`src/rtl/mem_access.sv`:
```
// MEM stage: byte-serial load/store over an 8-bit synchronous RAM port,
// stalling the pipeline while an access is in flight; other ops pass straight through.
`ifndef RegBus
`define RegBus     31:0
`endif
`ifndef RegAddrBus
`define RegAddrBus 4:0
`endif
`ifndef OptBus
`define OptBus     4:0
`endif
`ifndef OpcodeBus
`define OpcodeBus  6:0
`endif
`ifndef OptLB
`define OptLB   5'd1
`define OptLH   5'd2
`define OptLW   5'd3
`define OptLBU  5'd4
`define OptLHU  5'd5
`define OptSB   5'd6
`define OptSH   5'd7
`define OptSW   5'd8
`define OptADDI 5'd9
`endif

module mem_access (
  input  logic               clk,
  input  logic               rst,
  input  logic [`OpcodeBus]  opcode_i,
  input  logic [`OptBus]     opt_i,
  input  logic               we_i,
  input  logic [`RegAddrBus] waddr_i,
  input  logic [`RegBus]     alu_i,
  input  logic [`RegBus]     rdata2_i,
  input  logic [7:0]         mem_din_i,
  output logic [`RegBus]     mem_a_o,
  output logic [7:0]         mem_dout_o,
  output logic               mem_wr_o,
  output logic               stall_o,
  output logic               we_o,
  output logic [`RegAddrBus] waddr_o,
  output logic [`RegBus]     wdata_o
);

  typedef enum logic [1:0] {IDLE, BUSY, DONE} state_t;

  state_t      state;
  logic [1:0]  cnt;
  logic [31:0] ld_buf;

  logic        is_ld, is_st, is_mem;
  logic [2:0]  nbytes;
  logic [1:0]  last_idx, cap_idx;
  logic        issue;
  logic [31:0] ld_ext;

  logic unused_opcode;
  assign unused_opcode = ^opcode_i;

  always_comb begin
    is_ld  = 1'b0;
    is_st  = 1'b0;
    nbytes = 3'd0;
    case (opt_i)
      `OptLB, `OptLBU: begin is_ld = 1'b1; nbytes = 3'd1; end
      `OptLH, `OptLHU: begin is_ld = 1'b1; nbytes = 3'd2; end
      `OptLW:          begin is_ld = 1'b1; nbytes = 3'd4; end
      `OptSB:          begin is_st = 1'b1; nbytes = 3'd1; end
      `OptSH:          begin is_st = 1'b1; nbytes = 3'd2; end
      `OptSW:          begin is_st = 1'b1; nbytes = 3'd4; end
      default: ;
    endcase
  end

  assign is_mem   = is_ld | is_st;
  assign last_idx = nbytes[1:0] - 2'd1;
  assign cap_idx  = cnt - 2'd1;
  // cnt wraps to 0 after byte 3, so a word load's final capture phase shows up as cnt==0
  assign issue    = is_st | (cnt != nbytes[1:0]);

  always_comb begin
    case (opt_i)
      `OptLB:  ld_ext = {{24{ld_buf[7]}}, ld_buf[7:0]};
      `OptLBU: ld_ext = {24'd0, ld_buf[7:0]};
      `OptLH:  ld_ext = {{16{ld_buf[15]}}, ld_buf[15:0]};
      `OptLHU: ld_ext = {16'd0, ld_buf[15:0]};
      default: ld_ext = ld_buf;
    endcase
  end

  always_ff @(posedge clk or negedge rst) begin
    if (!rst) begin
      state  <= IDLE;
      cnt    <= 2'd0;
      ld_buf <= 32'd0;
    end else begin
      case (state)
        IDLE: if (is_mem) begin
          cnt   <= 2'd1;
          state <= (is_st && nbytes == 3'd1) ? DONE : BUSY;
        end
        BUSY: begin
          if (!is_mem) begin
            state <= IDLE;
          end else begin
            if (is_ld) ld_buf[{cap_idx, 3'b000} +: 8] <= mem_din_i;
            if (issue) cnt <= cnt + 2'd1;
            if (is_ld ? !issue : (cnt == last_idx)) state <= DONE;
          end
        end
        DONE: begin
          cnt   <= 2'd0;
          state <= IDLE;
        end
        default: state <= IDLE;
      endcase
    end
  end

  // Gated by rst so an in-flight write is cut off the moment reset asserts
  always_comb begin
    mem_a_o    = 32'd0;
    mem_dout_o = 8'd0;
    mem_wr_o   = 1'b0;
    stall_o    = 1'b0;
    we_o       = 1'b0;
    waddr_o    = 5'd0;
    wdata_o    = 32'd0;
    if (rst) begin
      case (state)
        IDLE: begin
          if (is_mem) begin
            stall_o = 1'b1;
            mem_a_o = alu_i;
            if (is_st) begin
              mem_wr_o   = 1'b1;
              mem_dout_o = rdata2_i[7:0];
            end
          end else begin
            we_o    = we_i;
            waddr_o = waddr_i;
            wdata_o = alu_i;
          end
        end
        BUSY: begin
          stall_o = 1'b1;
          if (is_mem && issue) begin
            mem_a_o = alu_i + {30'd0, cnt};
            if (is_st) begin
              mem_wr_o   = 1'b1;
              mem_dout_o = rdata2_i[{cnt, 3'b000} +: 8];
            end
          end
        end
        DONE: begin
          waddr_o = waddr_i;
          if (is_ld) begin
            we_o    = we_i;
            wdata_o = ld_ext;
          end
        end
        default: ;
      endcase
    end
  end

endmodule
```
`config.mk`:
```
export PLATFORM = sky130hd
export DESIGN_NAME = mem_access
export DESIGN_NICKNAME = d
export VERILOG_FILES = /design/src/rtl/mem_access.sv
export SDC_FILE = /design/constraint.sdc
export NUM_CORES = 1
export LEC_CHECK = 0
export BUFFER_PORTS_ARGS = -buffer_cell sky130_fd_sc_hd__buf_2
export CAP_MARGIN = 5
export CORE_MARGIN = 4
export CORE_UTILIZATION = 50
export DETAILED_ROUTE_END_ITERATION = 12
export GPL_ROUTABILITY_DRIVEN = 0
export PLACE_DENSITY = 0.84
export SYNTH_ARGS = -nofsm -noshare
export SYNTH_HDL_FRONTEND = slang
export SYNTH_SLANG_ARGS = --single-unit
```
`constraint.sdc`:
```
create_clock -name clk -period 3.95 [get_ports clk]
set_input_delay 0.395 -clock clk [delete_from_list [all_inputs] [get_ports clk]]
set_output_delay 0.395 -clock clk [all_outputs]
set_load 0.02 [all_outputs]
```
Word level (Yosys, flattened, before mapping):

Cells that the tools add are included.

* bits in registers: 36
* input bits: 92
* output and inout port bits: 80
* logic and storage cells: 87

* $add $sub $neg: 5
* eq/ne operators: 17
* shift operators: 3
* muxes and demuxes: 44
* bitwise operators: 2
* reductions and logical operators: 13

Operators with widths (number)
* $mux 32: 6
* $pmux 32 s2: 2
* $pmux 32 s4: 1
* $mux 8: 5
* $add 32x2->32: 1
* $bwmux 32: 1
* $shift 8x7->32 const A: 1
* $shiftx 32x6->8: 1
* $shiftx 8x7->32: 1
* $eq 5x3->1 const B: 4
* $pmux 8 s2: 1
* $mux 2: 7
* $mux 1: 12
* $eq 5x2->1 const B: 2
* $mux 5: 2
* $pmux 5 s2: 1
* $pmux 3 s3: 1
* $reduce_or 3->1: 3
* $neg 5->7: 1
* $ne 2x2->1 const B: 3
* $pmux 1 s2: 3
* $pmux 2 s3: 1
* $eq 5x1->1 const B: 1
* $eq 5x4->1 const B: 1
* 19 further kinds: 22

Depth between registers and ports, before layout:

Gate-level depths: netlist of the first run.

* depth in word-level cells: 10
* depth in mapped cells: 10
* mapped depth without buffers: 8

Worst setup path after synthesis of the first run:

Ideal clock, no wire load.

* path kind: input-to-output
* start: in opt_i[2]
* end: out mem_a_o[2]
* arrival time: 2177 ps
* data required time: 3555 ps
* path slack: 1378 ps
* cell stages on the path: 8
* path buffers: 3
* cells stage by stage: buf_2 o31a_1 nor3_4 and3_1 clkbuf_1 buf_2 nor2_1 o21ai_0

* cells in the longest elaborated chain, start to end: 9
* elaborated cells on any way between the ends: 24
* those cells by class: eq/ne (9); mux (7); bitwise (2); reduce/logical (6)

RTL lines
* from (decl): line 31 `` input logic [`OptBus] opt_i, ``
* $eq 5x3->1, or another cell as far along: line 65 `case (opt_i)`
* $reduce_or 3->1 (no line) / $reduce_or 2->1 (equally long branches)
* $pmux 3 s3: line 65
* $ne 2x2->1: line 80 `assign issue = is_st | (cnt != nbytes[1:0]);`
* $or 1x1->1: line 80
* $logic_and 1x1->1: line 148 `if (is_mem && issue) begin`
* $mux 32: line 148
* $pmux 32 s2 *: line 131 `case (state)`
* $mux 32 *: line 130 `if (rst) begin`
* to (decl): line 37 `` output logic [`RegBus] mem_a_o, ``

Mark *: on every way between the ends. The rest lies on a longest branch, timed or not.

Worst setup path in the final report of the first run:

* start: reg cnt[0]
* end: out mem_a_o[30]

* cells in the longest elaborated chain, start to end: 6
* elaborated cells on any way between the ends: 7
* those cells by class: add/sub (1); eq/ne (1); mux (3); bitwise (1); reduce/logical (1)

RTL lines
* from (decl): line 49 `logic [1:0] cnt;`
* from (signal assigned): line 108 `if (issue) cnt <= cnt + 2'd1;`
* parallel branches: the longest is 3 deep, another holds $add 32x2->32
* $mux 32 *: line 148
* $pmux 32 s2 *: line 131
* $mux 32 *: line 130

Every way passes the cells marked *.

==> impl_metrics.tcl, run 1 <==
set metrics [dict create \
    cpPeakStageDelay_ps 680 \
    grt_use_total_pct 27.8 \
    power.leakage_uw 0.00224 \
    grt_pass1_wl_um 22100 \
    arrival_ps 3100 \
    grt_max_degree 51 \
    post-route-drc-count 0 \
    ys.flop_type "dfrtp_1" \
    rrSetupSlack_ps 1260 \
    groute.layer.met1.usage_pct 36.7 \
    rr_worst_depth 5 \
    cts-htree-levels 2 \
    final_nets 812 \
    portBuffers 164 \
    status "completed" \
    cts.sinks 36 \
    worstPathCellList "ha_1 > fa_1 > nand3_1 > or2_2 > nor4_1 > nand3_1 > nand2_1 > a31oi_1 > buf_2" \
    stdcell_area_mm2 0.00486 \
    crit_cells 9 \
    power_density_mw_per_mm2 454 \
    rsz0062_at_grt "no" \
    synth-edff-count 0 \
    setup_viol 0 \
    drive_gt1_share_pct 27.9 \
    hold_viol 0 \
    hold_path_depth 3 \
    cts.repair.resized 0 \
    synth_async_sr_flop_share_pct 100 \
    antenna_cells 0 \
    core_mm2 0.00769 \
    r2r_end "ld_buf[10]$_DFFE_PN0P_" \
    syn_area_mm2 0.00393 \
    fin_skew_ps 4.68 \
    first_iter_violations 451 \
    syn_nets 673 \
    die_x_um 96.7 \
    crit_family "simple AND/OR/NAND/NOR gates" \
    crit_top_cell "nand3_1" \
    grt_pass1_vias 4576 \
    tightest_slew_ps 971 \
    power_uw 2210 \
    row_count 32 \
    num-fill-cells 727 \
    ir_drop_mv 0.230 \
    rr_startpoint "cnt[1]$_DFFE_PN0P_" \
    cts-root-buf "clkbuf_8" \
    antenna_found_initial 0 \
    io_pins 172 \
    syn_inst 568 \
    cts_setup_buffers 0 \
    hold_end "ld_buf[14]$_DFFE_PN0P_" \
    die-area_mm2 0.00934 \
    totalNegativeSetupSlack_ps 0 \
    critPathLaunchType "flop" \
    synth_warnings 0 \
    busiest_layer "met2" \
    hp-class "input pin to flop" \
    ys_seq_elements 36 \
    wl_per_cell_um 16.7 \
    path_class "flop to primary output" \
    use_met2_pct 46.4 \
    numCtsBuffers 5 \
    drtPass1Iterations 5 \
    worst-endpoint-required_ps 3560 \
    route.vias.total 4890 \
    slew_headroom_pct 35.1 \
    place_hpwl_um 10300 \
    fin_cells 809 \
    area_growth_pct 23.8 \
    clkTransAtPathRegs_ps 70 \
    vias_per_cell 6.04 \
    clk_latency_ps 290 \
    report.final.slew_viol_count 0 \
    final.min_clock_period_ps 3490 \
    critPathMaxFanout 15 \
    yosysSeqAreaShare_pct 22.9 \
    synth.distinct_cells 55 \
    cts_tree "yes" \
    path_buf_inv 1 \
    start_util_pct 51.1 \
    cpMaxStageDelayCell "dfrtp_1" \
    cap_violations 0 \
    dpl.cell_count 801 \
    max_freq_mhz 286 \
    end_kind "primary output" \
    holdBufCountCts 1 \
    timing.final.crit_share_pct 88.4 \
    ant_nets 0 \
    wirelength_um 13500 \
    dpl-instance-area_mm2 0.00476 \
    hold_path_startpoint "mem_din_i[6]" \
    die_height_um 96.7 \
    syn_area_per_cell_um2 6.92 \
    grt_use_met3_pct 4.90 \
    overflow 0 \
    clockBufferDepth 2 \
]
## area by class of cell
type | instances | area [µm²] | share of cell area, %
multi-input combinational | 471 | 2780 | 57.1
timing repair buffer | 172 | 883 | 18.2
inverter | 21 | 78.8 | 1.62
tap | 102 | 128 | 2.62
sequential | 36 | 901 | 18.5
clock buffer | 7 | 96.3 | 1.98
## where the power goes
group,switching (µW),internal [µW],total (µW)
Clock,132,155,288
Combinational,837,515,1350
Sequential,113,457,570
Total,1080,1130,2210
## worst min-delay path, delay by kind of cell
| family | cells | cell delay, ps |
|---|---|---|
| buffers and inverters | 1 | 130 |
| and+or+nand+nor | 1 | 50 |
| AOI/OAI and AO/OA | 1 | 60 |
## synthesized netlist by cell type, types with 3 or more instances
cell type | instances | area share (%)
nand2_1 | 111 | 11
inv_1 | 21 | 2.0
mux4_2 | 8 | 4.6
a21o_1 | 5 | 0.96
a2bb2oi_1 | 14 | 3.1
nor3_1 | 12 | 1.5
clkbuf_1 | 20 | 1.9
dfrtp_1 | 36 | 23
nor4_1 | 4 | 0.64
nand3b_1 | 3 | 0.57
nor2b_1 | 4 | 0.64
mux2i_1 | 9 | 2.3
o21bai_1 | 3 | 0.57
ha_1 | 12 | 3.8
a21oi_1 | 35 | 4.5
nand4_1 | 11 | 1.8
and3_1 | 8 | 1.3
buf_1 | 4 | 0.38
nand3_1 | 21 | 2.7
a31oi_1 | 17 | 2.7
or3_1 | 5 | 0.80
buf_2 | 14 | 1.8
a22oi_1 | 18 | 3.4
nor2_1 | 78 | 7.4
o2bb2ai_1 | 3 | 0.67
o21ai_0 | 46 | 5.9
and4_1 | 3 | 0.67
a41oi_1 | 9 | 2.0
## worst max path at each step
| stage | from | end |
|---|---|---|
| final | cnt[0]$_DFFE_PN0P_ | mem_a_o[30] |
| after global routing | cnt[0]$_DFFE_PN0P_ | mem_a_o[28] |
| after CTS | cnt[0]$_DFFE_PN0P_ | mem_a_o[30] |
| after detailed placement | opt_i[0] | mem_a_o[22] |
| after global placement | opt_i[0] | mem_a_o[20] |
| after floorplan | opt_i[2] | mem_a_o[2] |
## stage by stage
| step | setup slack (ps) | hold slack [ps] | utilization, % |
|---|---|---|---|
| after floorplan | 1380 | 99.4 | - |
| after global placement | 859 | 259 | 61.9 |
| after detailed placement | 836 | 262 | 61.9 |
| after CTS | 523 | 397 | 63.3 |
| after global routing | 218 | 401 | 63.3 |
| final | 459 | 394 | 63.3 |
## logic make-up after synthesis
family | Yosys count | share of synthesized area [%]
AND/OR/NAND/NOR | 275 | 31.8
AO/OA/AOI/OAI | 164 | 26.8
buffers and inverters | 61 | 6.56
flip-flops | 36 | 22.9
multiplexers | 17 | 6.88
adder cells (fa/ha/maj) | 13 | 4.33
XOR/XNOR | 2 | 0.637
## per-layer routing
metal	part of all wire [%]	vias up
met5	0	-
met4	2.3	0
met3	9.2	30
met2	48	273
met1	41	2263
li1	-	2324
## placed cells by master (no fill, tap or decap), types with 2 or more instances in the layout
master,instances
nand3_1,21
o31a_1,2
nor3_1,12
or3_1,5
a31oi_1,17
nor4_1,4
nand4_1,11
o21bai_1,3
and4_1,3
o22ai_1,2
a221oi_2,2
nor2b_1,3
buf_2,164
ha_1,12
a2bb2oi_1,14
and2_1,2
nor3b_1,2
and3_1,8
mux2i_1,9
clkbuf_8,7
a21o_1,5
a22o_1,2
o21ai_0,46
a22oi_1,18
o2bb2ai_1,3
dfrtp_1,36
a21oi_1,35
nand3b_1,3
inv_1,21
nand2_1,111
buf_4,7
nor2_1,78
mux4_2,8
a41oi_1,9
## flip-flops by register name (all words and copies together) (netlist names)
signal / flops
ld_buf: 32
state: 2
cnt: 2
No activity file was read; power rests on OpenSTA's default activity.
==> run 2: changes to the inputs <==
--- a/config.mk
+++ b/config.mk
@@ -8,10 +8,10 @@
 export BUFFER_PORTS_ARGS = -buffer_cell sky130_fd_sc_hd__buf_2
 export CAP_MARGIN = 5
 export CORE_MARGIN = 4
-export CORE_UTILIZATION = 50
+export CORE_UTILIZATION = 40
 export DETAILED_ROUTE_END_ITERATION = 12
 export GPL_ROUTABILITY_DRIVEN = 0
-export PLACE_DENSITY = 0.84
+export PLACE_DENSITY = 0.72
 export SYNTH_ARGS = -nofsm -noshare
 export SYNTH_HDL_FRONTEND = slang
 export SYNTH_SLANG_ARGS = --single-unit
==> constraint.sdc (replaced) <==
create_clock -name clk -period 3 [get_ports clk]
set_input_delay 0.6 -clock clk [delete_from_list [all_inputs] [get_ports clk]]
set_output_delay 0.6 -clock clk [all_outputs]
set_load 0.02 [all_outputs]
==> impl_metrics.tcl, run 2 (synthesis gave the netlist of run 1 again) <==
set metrics [dict create \
    drtPass1Iterations 5 \
    ir_drop_mv 0.316 \
    top_regs "ld_buf: 32 flops, cnt: 2 flops, state: 2 flops" \
    die_height_um 107 \
    slew_headroom_pct 67.6 \
    grt_max_degree 50 \
    grt_pass1_wl_um 23300 \
    use_met2_pct 42.4 \
    path_class "input pin to primary output" \
    grt_pass1_vias 4865 \
    final_nets 877 \
    final.min_clock_period_ps 3050 \
    drive_gt1_share_pct 39.7 \
    antenna_found_initial 1 \
    status "finished, violations left" \
    pwr-share-clk_pct 16.2 \
    cts.sinks 36 \
    num-fill-cells 815 \
    top_register "ld_buf" \
    ant_nets 0 \
    clockBufferDepth 2 \
    holdBufCountCts 0 \
    cts-htree-levels 2 \
    tightest_slew_ps 482 \
    power.leakage_uw 0.00271 \
    overflow 0 \
    setup_viol 8 \
    clkTransAtPathRegs_ps 80 \
    finalWorstSetupSlack_ps -48.5 \
    pwr-share-seq_pct 19.6 \
    p_int_uw 2060 \
    portBuffers 164 \
    rr_startpoint "cnt[0]$_DFFE_PN0P_" \
    failed_checks "negative setup slack" \
    rrSetupSlack_ps 800 \
    max_freq_mhz 328 \
    r2r_end "state[1]$_DFFE_PN0P_" \
    power_density_mw_per_mm2 618 \
    hold_viol 0 \
    report.final.slew_viol_count 0 \
    grt_use_total_pct 24.7 \
    wirelength_um 15700 \
    groute.layer.met1.usage_pct 32.7 \
    io_pins 172 \
    grt_use_met3_pct 2.59 \
    row_count 35 \
    wl_per_cell_um 17.4 \
    place_hpwl_um 11500 \
    rr_worst_depth 10 \
    sw_frac_of_total_pct 44.3 \
    final_core_util_pct 63.5 \
    cp-startpoint "opt_i[1]" \
    hp-class "input pin to async pin" \
    start_util_pct 41.7 \
    arrival_ps 2450 \
    vias_per_cell 5.81 \
    core_mm2 0.00942 \
    final_cell_mix "buf_2, nand2_1, buf_4" \
    critPathLaunchType "input pin" \
    area_growth_pct 52.2 \
    rsz0062_at_grt "yes" \
    critPathMaxFanout 13 \
    cts-root-buf "clkbuf_8" \
    numCtsBuffers 5 \
    worst-endpoint-required_ps 2400 \
    die_x_um 107 \
    crit_path_end "mem_a_o[20]" \
    busiest_layer "met2" \
    timing.final.crit_share_pct 102 \
    final_common_cell "buf_2" \
    clk_latency_ps 290 \
    comb_power_share_pct 64.2 \
    totalNegativeSetupSlack_ps -168 \
    route.vias.total 5243 \
    fin_skew_ps 10.2 \
    die-area_mm2 0.0115 \
    largest_reg_flops 32 \
    post-route-drc-count 0 \
    power.switching_uw 1640 \
    cts_tree "yes" \
    end_kind "primary output" \
    cap_violations 0 \
    first_iter_violations 463 \
]
## run 2: cell count changes in the layout (fill, tap and decap cells not counted), moves of 5 or more
cell / change
buf_4: +71
buf_2: -27
buf_6: +13
o21ai_0: -8
buf_12: +7
o21ai_1: +7
a21oi_1: -5
nor2_1: -5
## run 2: repair_timing
item                       4_1_cts  5_1_grt
gates cloned                     0        4
setup endpoints to repair       24       68
setup buffers                    3        4
pin swaps                        2       22
gates resized for setup         21       89
## run 2: power by group through the flow
stage / Combinational, µW / Clock [µW] / Sequential, µW
floorplan: 1330 / 0 / 676
global placement: 1990 / 0 / 711
detailed placement: 2050 / 0 / 719
CTS: 2120 / 602 / 712
global route: 2570 / 628 / 734
finish: 2370 / 599 / 725
## run 2: worst min path at each step
stage,depth (start not counted),endpoint,start
final,1,cnt[0]$_DFFE_PN0P_,rst
after global routing,1,cnt[0]$_DFFE_PN0P_,rst
after CTS,1,cnt[1]$_DFFE_PN0P_,rst
after detailed placement,2,ld_buf[16]$_DFFE_PN0P_,ld_buf[16]$_DFFE_PN0P_
after global placement,2,ld_buf[20]$_DFFE_PN0P_,ld_buf[20]$_DFFE_PN0P_
after floorplan,0,cnt[0]$_DFFE_PN0P_,rst
## run 2: layer usage
layer  part of all wire (%)  vias to the layer above  wire length [µm]
met3                    9.9                       43              1550
met2                     49                      300              7740
met1                     38                     2452              5990
li1                       -                     2448                 -
met4                    2.6                        0               401
met5                      0                        -                 0
## run 2: cell type report
class                      count  area, µm²  share of cell area, %
clock inverter                 3       90.1                   1.51
multi-input combinational    471       3070                   51.3
sequential                    36        902                   15.1
timing repair buffer         237       1610                   26.9
antenna                        1       2.50                 0.0418
tap                          129        161                   2.70
inverter                      21       78.8                   1.32
clock buffer                   5       68.8                   1.15
## run 2: stage by stage
step                      setup WS, ps  hold WS (ps)  total power, µW  cells  instance area [µm²]
after floorplan                   17.8           304             2010    568                 3930
after global placement           -74.6           464             2700    883                 5280
after detailed placement         -96.6           473             2770    883                 5280
after CTS                        -39.6           170             3430    894                 5550
after global routing              -158           175             3940    903                 5980
final                            -48.5           174             3690    903                 5980
## run 2: critical path: stages
cell and delay [ps]:
buf_4 130, or3b_4 410, buf_4 160, nand2_4 70, a221oi_4 90, nor2_4 280
buf_12 180, a41oi_1 110, a31oi_1 210, buf_2 200
==> run 3: changes to the inputs <==
--- a/config.mk
+++ b/config.mk
@@ -8,10 +8,9 @@
 export BUFFER_PORTS_ARGS = -buffer_cell sky130_fd_sc_hd__buf_2
 export CAP_MARGIN = 5
 export CORE_MARGIN = 4
-export CORE_UTILIZATION = 40
+export CORE_UTILIZATION = 30
 export DETAILED_ROUTE_END_ITERATION = 12
 export GPL_ROUTABILITY_DRIVEN = 0
-export PLACE_DENSITY = 0.72
 export SYNTH_ARGS = -nofsm -noshare
 export SYNTH_HDL_FRONTEND = slang
 export SYNTH_SLANG_ARGS = --single-unit
==> impl_metrics.tcl, run 3 (synthesis gave the netlist of run 1 again) <==
set metrics [dict create \
    portBuffers 164 \
    report.final.slew_viol_count 0 \
    final.min_clock_period_ps 3050 \
    critPathLaunchType "input pin" \
    grt_pass1_wl_um 23600 \
    clkTransAtPathRegs_ps 50 \
    route.vias.total 5063 \
    io_pins 172 \
    place_hpwl_um 11700 \
    core_mm2 0.0127 \
    final_nets 869 \
    power.switching_uw 1590 \
    numCtsBuffers 5 \
    arrival_ps 2450 \
    clk_latency_ps 280 \
    totalNegativeSetupSlack_ps -192 \
    p_int_uw 1950 \
    antenna_cells 0 \
    clockBufferDepth 2 \
    power.leakage_uw 0.00272 \
    final_cell_mix "buf_2, nand2_1, nor2_1" \
    setup_viol 9 \
    pwr-share-clk_pct 15.2 \
    stdcell_area_mm2 0.00602 \
    status "finished, violations left" \
    pwr-share-seq_pct 20.4 \
    first_iter_violations 529 \
    cap_violations 0 \
    grt_max_degree 34 \
    worst-endpoint-required_ps 2400 \
    start_util_pct 30.9 \
    overflow 0 \
    post-route-drc-count 0 \
    drive_gt1_share_pct 38.9 \
    dpl-instance-area_mm2 0.00530 \
    cts.sinks 36 \
    wirelength_um 15400 \
    cts_tree "yes" \
    vias_per_cell 5.41 \
    grt_pass1_vias 4630 \
    final_common_cell "buf_2" \
    max_freq_mhz 328 \
    sw_frac_of_total_pct 44.9 \
    hp-class "input pin to async pin" \
    tightest_slew_ps 561 \
    area_growth_pct 53.3 \
    path_class "input pin to primary output" \
    power_density_mw_per_mm2 587 \
    hold_viol 0 \
    die_height_um 122 \
    grt_use_total_pct 19.2 \
    wl_per_cell_um 16.5 \
    largest_reg_flops 32 \
    end_kind "primary output" \
    fin_hold_ws_ps 384 \
    top_register "ld_buf" \
    rsz0062_at_grt "yes" \
    antenna_found_initial 0 \
    critPathMaxFanout 8 \
    timing.final.crit_share_pct 102 \
    ant_nets 0 \
    top_regs "ld_buf: 32 flops, cnt: 2 flops, state: 2 flops" \
    die_x_um 122 \
    dp_slack_ps -138 \
    comb_power_share_pct 64.4 \
    ir_drop_mv 0.215 \
    die-area_mm2 0.0150 \
    finalWorstSetupSlack_ps -46.7 \
    cts-root-buf "clkbuf_16" \
    drtPass1Iterations 5 \
    slew_headroom_pct 62.3 \
    failed_checks "negative setup slack" \
    row_count 41 \
    fin_skew_ps 2.52 \
    cts-htree-levels 2 \
]
[run 3: final cells by class]
cell class	count	area [µm²]
fill	1290	6700
clock buffer	7	153
multi-input combinational	471	3090
timing repair buffer	229	1590
inverter	21	78.8
tap	172	215
sequential	36	903
[run 3: power by group through the flow]
| stage | Clock (µW) | Sequential (µW) | Combinational [µW] |
|---|---|---|---|
| CTS | 544 | 709 | 2130 |
| floorplan | 0 | 676 | 1330 |
| global route | 568 | 732 | 2490 |
| global placement | 0 | 708 | 2010 |
| finish | 539 | 721 | 2280 |
| detailed placement | 0 | 711 | 2040 |
[run 3: path summary, 6_finish.rpt]
| path | end | depth (start not counted) | from | slack, ps |
|---|---|---|---|---|
| setup / recovery | mem_a_o[25] | 11 | opt_i[2] | -50 |
| hold / removal | ld_buf[1]$_DFFE_PN0P_ | 2 | rst | 380 |
| setup reg to reg | cnt[1]$_DFFE_PN0P_ | 9 | cnt[0]$_DFFE_PN0P_ | 870 |
| hold reg to reg | ld_buf[10]$_DFFE_PN0P_ | 2 | ld_buf[10]$_DFFE_PN0P_ | 480 |
| max in group asynchronous | ld_buf[25]$_DFFE_PN0P_ | 3 | rst | 2040 |
| min in group clk | ld_buf[10]$_DFFE_PN0P_ | 2 | ld_buf[10]$_DFFE_PN0P_ | 480 |
[run 3: through the flow]
step	total power, µW	instances	utilization (%)
3_3_place_gp	2710	920	41.7
2_1_floorplan	2010	568	-
3_5_place_dp	2750	920	41.7
4_1_cts	3380	929	44.2
6_report	3540	936	47.4
5_1_grt	3790	936	47.4
[run 3: layer usage]
layer	up-vias	GRT usage, %	part of all wire (%)
met2	199	33.1	50
met3	28	1.80	6.2
met4	0	4.76	2.0
li1	2438	-	-
met5	-	0	0
met1	2398	25.9	42
[run 3: critical path: stages]
cell,delay [ps]
buf_8,120
or3b_4,430
o2bb2ai_4,150
a221oi_4,190
buf_6,160
nor2_4,50
buf_12,140
buf_6,140
a21o_1,150
a22o_1,170
buf_2,150
[run 3: timing repair]
action | 4_1_cts | 5_1_grt
cloned | 1 | 4
resized for setup | 29 | 73
endpoints found under the setup margin | 30 | 37
buffers inserted | 1 | 4
pin swaps | 4 | 16
hold buffers | 0 | 0
